--- src/rtl/pipe_stage_chain_if.sv ---
// Handshake bundle for pipe_stage_chain: upstream valid/ready/data, downstream
// valid/ready/data, flush and the exported occupancy count.
interface pipe_stage_chain_if #(
   parameter int WIDTH = 32,
   parameter int DEPTH = 4
);
   localparam int CW = $clog2(DEPTH + 1);

   logic             in_valid;
   logic [WIDTH-1:0] in_data;
   logic             in_ready;
   logic             out_valid;
   logic [WIDTH-1:0] out_data;
   logic             out_ready;
   logic             flush;
   logic [CW-1:0]    count;

   modport master (
      output in_valid, in_data, out_ready, flush,
      input  in_ready, out_valid, out_data, count
   );

   modport slave (
      input  in_valid, in_data, out_ready, flush,
      output in_ready, out_valid, out_data, count
   );
endinterface

--- src/rtl/pipe_stage_chain.sv ---
// Elastic register chain of DEPTH stages with per-stage valid, bubble collapse,
// synchronous flush and a registered occupancy counter.
module pipe_stage_chain #(
   parameter int               WIDTH     = 32,
   parameter int               DEPTH     = 4,
   parameter logic [WIDTH-1:0] RESET_VAL = '0
) (
   input logic              clk,
   input logic              rst,
   pipe_stage_chain_if.slave bus
);
   localparam int CW = $clog2(DEPTH + 1);

   logic [DEPTH-1:0] vld_p;
   logic [WIDTH-1:0] dat_p [DEPTH];
   logic [DEPTH-1:0] adv;
   logic [CW-1:0]    cnt;
   logic             in_xfer;
   logic             out_xfer;

   // A stage may advance when any stage at or ahead of it is empty, or the sink drains.
   always_comb begin
      logic a;
      adv = '0;
      for (int k = 0; k < DEPTH; k++) begin
         a = bus.out_ready;
         for (int j = k; j < DEPTH; j++) a = a | ~vld_p[j];
         adv[k] = a;
      end
   end

   assign bus.in_ready  = adv[0] & ~bus.flush & rst;
   assign bus.out_valid = vld_p[DEPTH-1] & ~bus.flush;
   assign bus.out_data  = dat_p[DEPTH-1];
   assign bus.count     = cnt;

   assign in_xfer  = bus.in_valid & bus.in_ready;
   assign out_xfer = bus.out_valid & bus.out_ready;

   // Stage valids and occupancy
   always_ff @(posedge clk or negedge rst) begin
      if (!rst) begin
         vld_p <= '0;
         cnt   <= '0;
      end else if (bus.flush) begin
         vld_p <= '0;
         cnt   <= '0;
      end else begin
         if (adv[0]) vld_p[0] <= bus.in_valid;
         for (int k = 1; k < DEPTH; k++) begin
            if (adv[k]) vld_p[k] <= vld_p[k-1];
         end
         cnt <= cnt + CW'(in_xfer) - CW'(out_xfer);
      end
   end

   // Stage payloads: written only from a valid source so bubbles leave them quiet
   always_ff @(posedge clk or negedge rst) begin
      if (!rst) begin
         for (int k = 0; k < DEPTH; k++) dat_p[k] <= RESET_VAL;
      end else if (!bus.flush) begin
         if (adv[0] && bus.in_valid) dat_p[0] <= bus.in_data;
         for (int k = 1; k < DEPTH; k++) begin
            if (adv[k] && vld_p[k-1]) dat_p[k] <= dat_p[k-1];
         end
      end
   end
endmodule

--- src/flat_wrapper.sv ---
// flat-port wrapper written by rule: the top's interface ports become plain ports
module pipe_stage_chain_flat 
#(
   parameter int               WIDTH     = 32,
   parameter int               DEPTH     = 4,
   parameter logic [WIDTH-1:0] RESET_VAL = '0
)
  (clk, rst, bus_in_valid, bus_in_data, bus_out_ready, bus_flush, bus_in_ready, bus_out_valid, bus_out_data, bus_count);
  pipe_stage_chain_if #(.WIDTH(WIDTH), .DEPTH(DEPTH)) bus_i ();
  input logic clk;
  input logic rst;
  input wire logic [$bits(bus_i.in_valid)-1:0] bus_in_valid;
  input wire logic [$bits(bus_i.in_data)-1:0] bus_in_data;
  input wire logic [$bits(bus_i.out_ready)-1:0] bus_out_ready;
  input wire logic [$bits(bus_i.flush)-1:0] bus_flush;
  output wire logic [$bits(bus_i.in_ready)-1:0] bus_in_ready;
  output wire logic [$bits(bus_i.out_valid)-1:0] bus_out_valid;
  output wire logic [$bits(bus_i.out_data)-1:0] bus_out_data;
  output wire logic [$bits(bus_i.count)-1:0] bus_count;
  assign bus_i.in_valid = bus_in_valid;
  assign bus_i.in_data = bus_in_data;
  assign bus_i.out_ready = bus_out_ready;
  assign bus_i.flush = bus_flush;
  assign bus_in_ready = bus_i.in_ready;
  assign bus_out_valid = bus_i.out_valid;
  assign bus_out_data = bus_i.out_data;
  assign bus_count = bus_i.count;
  pipe_stage_chain #(.WIDTH(WIDTH), .DEPTH(DEPTH), .RESET_VAL(RESET_VAL)) u_core (.clk(clk), .rst(rst), .bus(bus_i));
endmodule
--- config.mk ---
export PLATFORM = sky130hd
export DESIGN_NAME = pipe_stage_chain_flat
export DESIGN_NICKNAME = d
export VERILOG_FILES = /design/src/rtl/pipe_stage_chain_if.sv /design/src/rtl/pipe_stage_chain.sv /design/src/flat_wrapper.sv
export SDC_FILE = /design/constraint.sdc
export NUM_CORES = 1
export LEC_CHECK = 0
export ABC_CLOCK_PERIOD_IN_PS = 1900
export CAP_MARGIN = 20
export CORE_MARGIN = 1
export CORE_UTILIZATION = 49
export DETAILED_ROUTE_END_ITERATION = 10
export PLACE_DENSITY = 0.82
export RECOVER_POWER = 25
export REMOVE_ABC_BUFFERS = 1
export SLEW_MARGIN = 25
export SYNTH_ARGS = -nofsm -noshare
export SYNTH_HDL_FRONTEND = slang
export SYNTH_SLANG_ARGS = --single-unit
export TNS_END_PERCENT = 50
--- constraint.sdc ---
create_clock -name clk -period 1.9 [get_ports clk]
set_input_delay 0.285 -clock clk [delete_from_list [all_inputs] [get_ports clk]]
set_output_delay 0.285 -clock clk [all_outputs]
set_load 0.005 [all_outputs]
==> results of run 1 <==
-- area by class of cell --
cell class | instances | share of cell area [%]
inverters | 6 | 0.325
repair buffers | 91 | 13.8
well taps | 140 | 2.53
clock inverters | 8 | 1.41
clock buffers | 22 | 7.00
multi-input cells | 154 | 26.1
flip-flops and latches | 135 | 48.8
-- stage by stage --
stage / utilization, % / TNS [ps] / cells / hold WS [ps]
finish: 63.3 / 0 / 556 / 230
global route: 63.3 / -13.5 / 556 / 224
CTS: 62.8 / -0.533 / 553 / 217
detailed placement: 57.3 / -16080 / 521 / 80.7
global placement: 57.3 / -11160 / 521 / 77.2
floorplan: - / -30570 / 295 / -10.6
-- cell families after synthesis --
group	synth area share, %
and+or+nand+nor	1.69
muxes	28.1
buffers and inverters	7.25
xor gates and xnor gates	0.316
adders and majority gates	0.813
AOI/OAI and AO/OA	0.858
DFF	61.0
-- per-layer routing --
metal | GRT usage, % | up-vias | share of wire, %
met1 | 20.9 | 1461 | 45
met2 | 29.0 | 64 | 50
met3 | 6.15 | 9 | 4.1
met5 | 0 | - | 0
li1 | - | 1273 | -
met4 | 5.79 | 0 | 0.87
-- state kept, by name, summed over array words and instances, names as in the netlist --
register,count
u_core.bus.count,3
u_core.bus.out_data,32
u_core.dat_p,96
u_core.vld_p,4
-- placed cells by master (no fill, tap or decap) --
| cell | netlist | routed |
|---|---|---|
| and2_4 | 0 | 2 |
| nor2_1 | 6 | 5 |
| mux2_4 | 30 | 30 |
| bufinv_16 | 0 | 2 |
| mux2_2 | 97 | 97 |
| inv_1 | 6 | 6 |
| mux2_1 | 1 | 1 |
| ha_1 | 2 | 1 |
| and3b_1 | 1 | 1 |
| buf_12 | 3 | 7 |
| dfrtp_1 | 135 | 135 |
| a21oi_1 | 3 | 3 |
| clkbuf_8 | 0 | 4 |
| nor2_2 | 0 | 1 |
| clkdlybuf4s50_1 | 0 | 71 |
| and4b_1 | 1 | 1 |
| xnor2_1 | 1 | 1 |
| a311oi_4 | 0 | 1 |
| nand3_2 | 0 | 1 |
| nor2b_1 | 2 | 1 |
| clkbuf_1 | 1 | 1 |
| a211o_2 | 0 | 2 |
| clkinv_2 | 0 | 3 |
| ha_4 | 0 | 1 |
| or3b_2 | 0 | 1 |
| buf_4 | 35 | 10 |
| clkinvlp_4 | 0 | 3 |
| dlygate4sd3_1 | 0 | 1 |
| dlygate4sd2_1 | 0 | 1 |
| buf_6 | 2 | 1 |
| nor2b_4 | 1 | 2 |
| clkbuf_16 | 0 | 17 |
| xor2_1 | 1 | 1 |
| fa_2 | 0 | 1 |
-- power by group --
part           leakage, nW  switching [mW]  internal [mW]
sequential            1.66           0.457           3.72
clock                0.280            1.14           2.05
combinational         1.22           0.454           1.28
-- critical path, stage by stage (launching register included) --
cell	delay [ps]
dfrtp_1	400
nor2b_4	150
buf_4	150
or3b_2	510
buf_12	200
mux2_4	310
-- path summary, 6_finish.rpt --
| check | startpoint | cells past startpoint | to |
|---|---|---|---|
| max in group asynchronous | rst | 3 | u_core.bus.out_data[21]$_DFFE_PN0P_ |
| setup / recovery | u_core.vld_p[3]$_DFFE_PN0P_ | 5 | u_core.bus.out_data[16]$_DFFE_PN0P_ |
| min in group clk | bus_in_data[5] | 2 | u_core.dat_p[101]$_DFFE_PN0P_ |
| hold reg to reg | u_core.dat_p[95]$_DFFE_PN0P_ | 1 | u_core.dat_p[63]$_DFFE_PN0P_ |
| hold / removal | rst | 2 | u_core.vld_p[0]$_DFFE_PN0P_ |
| setup reg to reg | u_core.vld_p[3]$_DFFE_PN0P_ | 5 | u_core.bus.out_data[16]$_DFFE_PN0P_ |
-- repair_timing --
item | in CTS | in global routing
hold endpoints to repair | 40 | 0
pin swaps | 1 | 2
gates resized for setup | 4 | 6
endpoints found under the setup margin | 2 | 3
setup buffers | 1 | 3
hold buffers | 1 | 0
==> out/metrics.cfg, run 1 <==
[clocking]
cts-root-buf=clkbuf_16
cts_tree=yes
clockBufferDepth=2
htree_num_levels=4
clock_sinks=135
numCtsBuffers=17
path_clk_slew_ps=50
clock_latency_ps=410

[placed_design]
post_dp_cell_area_mm2=0.00626
numPortBuffers=73
gp_congestion=0.681
dp_hpwl_um=5870
place_ws_ps=-360

[global_route]
grt_max_degree=48
grt_use_total_pct=17.3
grt-ovfl-total=0
grt_pass1_vias=2994
grt_pass1_wl_um=14800
antenna_found_initial=0

[pwr]
leakage_nw=3.16
p_per_area_mw_per_mm2=1310
ir_drop_uv=579
p_total_mw=9.10

[cells_and_area]
final-seq-area_mm2=0.00338
area_growth_pct=25.0
n_fill_cell=807
layout-drive-gt1-share_pct=44.7
diodes=0
multiInputGateArea_mm2=0.00181
nNetsFinal=445
stdcell_area_mm2=0.00692

[routing]
wirelength_um=9220
drt_iter0_drc=97
drtAntennaViolNets=0
drt-wirelength-per-cell_um=16.6
routed-via-count=2807
firstDrtPassIters=5
vias_per_cell=5.05
drc=0

[floorplanning]
io_pins=74
rows=38
dieArea_mm2=0.0117
die_w_um=108
fp.dieH_um=108
core-area_mm2=0.0109
initial_core_util_pct=50.6

[sta]
fin_crit_sh_pct=97.5
layout_min_cycle_time_ps=1850
setup_viol=0
setup_slack_ps=47.6
fmax_mhz=540
worst_slew_pin_slew_ps=587
relSlewSlack_pct=60.9
report.final.slew_viol_count=0
hold_viol=0
finalClockSkew_ps=8.57

[worst_setup_path]
critPathKind=flop to flop
cp.required_ps=2190
reg2reg_slack_ps=50
cp-start-kind=flop
cp.arrival_ps=2140
crit_fanout=19
cp-end-kind=flop

[logic_synthesis]
synth-async-reset-ratio_pct=100
synth.top_cell.area_share_pct=61.0
synth.area.top_cells=dfrtp_1, mux2_2, mux2_4
netlist_area_mm2=0.00554
synth_cell_types=25
synth.most_common_cell=dfrtp_1
ys_ff_latch=135
synth.top_cells.by_count=dfrtp_1, mux2_2, buf_4
synth-edff-count=0
yosysTopAreaCell=dfrtp_1
syn_avg_cell_area_um2=16.2
synthCells=342
synth_seq_area_share_pct=61.0
ys.flop_type=dfrtp_1
yosys_warnings=0

[flow_run]
drv_cap=0

[run_status]
run_status=finished clean

[hold_path]
hp-class=input pin to async pin

Note: power is estimated with default switching activity, not from simulation.
==> run 2: changes to the inputs <==
--- a/config.mk
+++ b/config.mk
@@ -11,8 +11,7 @@
 export CORE_UTILIZATION = 49
 export DETAILED_ROUTE_END_ITERATION = 10
 export PLACE_DENSITY = 0.82
-export RECOVER_POWER = 25
-export REMOVE_ABC_BUFFERS = 1
+export SKIP_LAST_GASP = 1
 export SLEW_MARGIN = 25
 export SYNTH_ARGS = -nofsm -noshare
 export SYNTH_HDL_FRONTEND = slang
==> run 2 against run 1 <==
Fmax down 1.2%. Sequential cell count did not move. Wire length is 1.6% lower. Die area unchanged. Largest cell class unchanged. Sequential share of layout area up 0.70 points.
==> out/metrics.cfg, run 2 (same netlist as run 1, synthesis figures left out) <==
[placed_design]
post_dp_cell_area_mm2=0.00622  ; -0.72%
dp_hpwl_um=5830  ; -0.55%
gp_congestion=0.729  ; +7.1%
numPortBuffers=73  ; unchanged

[floorplanning]
die_w_um=108  ; unchanged
initial_core_util_pct=50.6  ; unchanged
core-area_mm2=0.0109  ; unchanged
io_pins=74  ; unchanged
rows=38  ; unchanged
dieArea_mm2=0.0117  ; unchanged
fp.dieH_um=108  ; unchanged

[run_status]
run_status=finished clean

[pwr]
pwr-share-comb_pct=18.9  ; -0.2 points
ir_drop_uv=955  ; +65%
p_sw_mw=2.14  ; +4.2%
p_per_area_mw_per_mm2=1330  ; +1.1%
p_int_mw=6.93  ; -1.7%
seqPwrFrac_pct=46.1  ; +0.2 points
p_sw_share_pct=23.6  ; +1.0 points
p_clk_share_pct=35.0  ; about the same
leakage_nw=3.11  ; -1.4%

[clocking]
clock_sinks=135  ; unchanged
cts_tree=yes
clockBufferDepth=2  ; unchanged
htree_num_levels=4  ; unchanged
cts-root-buf=clkbuf_16
clock_latency_ps=410  ; about the same
numCtsBuffers=17  ; unchanged
path_clk_slew_ps=60  ; about the same

[cells_and_area]
nNetsFinal=443  ; -0.45%
diodes=0  ; unchanged
layout-drive-gt1-share_pct=42.8  ; -1.9 points
largest_register_ffs=96  ; unchanged
n_fill_cell=826  ; +2.4%
area_growth_pct=23.2
max_flop_register=u_core.dat_p
fin_util_pct=62.4  ; -0.89 points
mostFrequentLayoutCell=dfrtp_1
layout_common_cells=dfrtp_1, mux2_2, clkdlybuf4s50_1, mux2_4, clkbuf_16
stdcell_area_mm2=0.00682  ; -1.4%

[worst_setup_path]
cp.required_ps=1620  ; -570 ps
critPathKind=flop to output pin
cp-end-kind=output pin
cp.arrival_ps=1590  ; -550 ps
reg2reg_depth=9  ; +4
startpoint=u_core.vld_p[1]$_DFFE_PN0P_
cp-start-kind=flop
reg2reg_slack_ps=30  ; -20 ps
timing.rr.end=u_core.bus.count[2]$_DFF_PN0_
r2r-start=u_core.vld_p[3]$_DFFE_PN0P_
crit_end=bus_in_ready
crit_fanout=4  ; -15

[routing]
drtAntennaViolNets=0  ; unchanged
routed-via-count=2791  ; -0.57%
firstDrtPassIters=4  ; -1
drt-wirelength-per-cell_um=16.3  ; -1.6%
wirelength_um=9070  ; -1.6%
vias_per_cell=5.02  ; -0.57%
drt_iter0_drc=82  ; -15%
drc=0  ; unchanged

[global_route]
antenna_found_initial=0  ; unchanged
grt_max_degree=60  ; +25%
grt_use_total_pct=17.6  ; +0.31 points
grt-ovfl-total=0  ; unchanged
grt_pass1_wl_um=15000  ; +1.8%
grt_pass1_vias=3018  ; +0.80%

[sta]
setup_viol=0  ; unchanged
fmax_mhz=533  ; -1.2%
worst_slew_pin_slew_ps=528  ; -59.6 ps
report.final.slew_viol_count=0  ; unchanged
tns_ps=0  ; unchanged
finalClockSkew_ps=5.05  ; -3.52 ps
fin_crit_sh_pct=98.7  ; +1.2 points
layout_min_cycle_time_ps=1870  ; +22.0 ps
relSlewSlack_pct=64.8  ; +4.0 points
rsz0062_at_grt=yes
hold_viol=0  ; unchanged

[flow_run]
drv_cap=0  ; unchanged

[logic_synthesis]
synth_nets=382

[hold_path]
hp-class=input pin to async pin

-- run 2: routing by layer --
metal	GRT usage, %	share of wire [%]	vias to the layer above
met3	5.79	5.4	11
met5	0	0	-
met4	8.11	1.7	0
met2	28.9	50	66
li1	-	-	1267
met1	21.2	43	1447
-- run 2: worst min path at each step --
stage                     cells after the start  slack, ps                            end
after floorplan                               0        -10  u_core.bus.count[0]$_DFF_PN0_
after global placement                        1         70    u_core.vld_p[0]$_DFFE_PN0P_
after detailed placement                      1         70    u_core.vld_p[0]$_DFFE_PN0P_
after CTS                                     2        230    u_core.vld_p[0]$_DFFE_PN0P_
after global routing                          2        230    u_core.vld_p[0]$_DFFE_PN0P_
final                                         2        250    u_core.vld_p[0]$_DFFE_PN0P_
-- run 2: final cells by class --
| type | instances | area [um2] | share of cell area (%) |
|---|---|---|---|
| repair buffers | 89 | 895 | 13.1 |
| inverters | 6 | 22.5 | 0.330 |
| multi-input cells | 154 | 1770 | 25.9 |
| clock inverters | 14 | 153 | 2.24 |
| flip-flops and latches | 135 | 3380 | 49.5 |
| well taps | 140 | 175 | 2.57 |
| clock buffers | 18 | 429 | 6.29 |
-- run 2: worst max-delay path: stages, from the launching register on --
cell           delay [ps]
dfrtp_1               390
and2_2                240
nand3_1               120
and3b_1               200
dlygate4sd2_1         240
-- run 2: power groups by stage --
stage	Clock (mW)	Combinational (mW)	Sequential, mW
6_report	3.17	1.72	4.18
4_1_cts	3.24	1.75	4.19
3_5_place_dp	0	1.73	4.22
2_1_floorplan	0	1.34	4.04
3_3_place_gp	0	1.66	4.18
5_1_grt	3.38	1.87	4.29
-- run 2: timing repair --
item                       CTS  global route
hold buffers                 1             0
hold endpoints to repair    76             0
pin swaps                    0             1
setup endpoints to repair    2            62
buffers inserted             1             0
gates resized for setup      2             1
-- run 2: per-stage QoR --
step	worst slack (ps)	instances	power (mW)	hold slack, ps
floorplan	54.7	342	5.38	-10.6
global placement	-242	522	5.84	70.2
detailed placement	-337	522	5.96	71.5
CTS	-1.80	556	9.18	230
global route	-53.2	556	9.54	233
finish	25.6	556	9.07	252
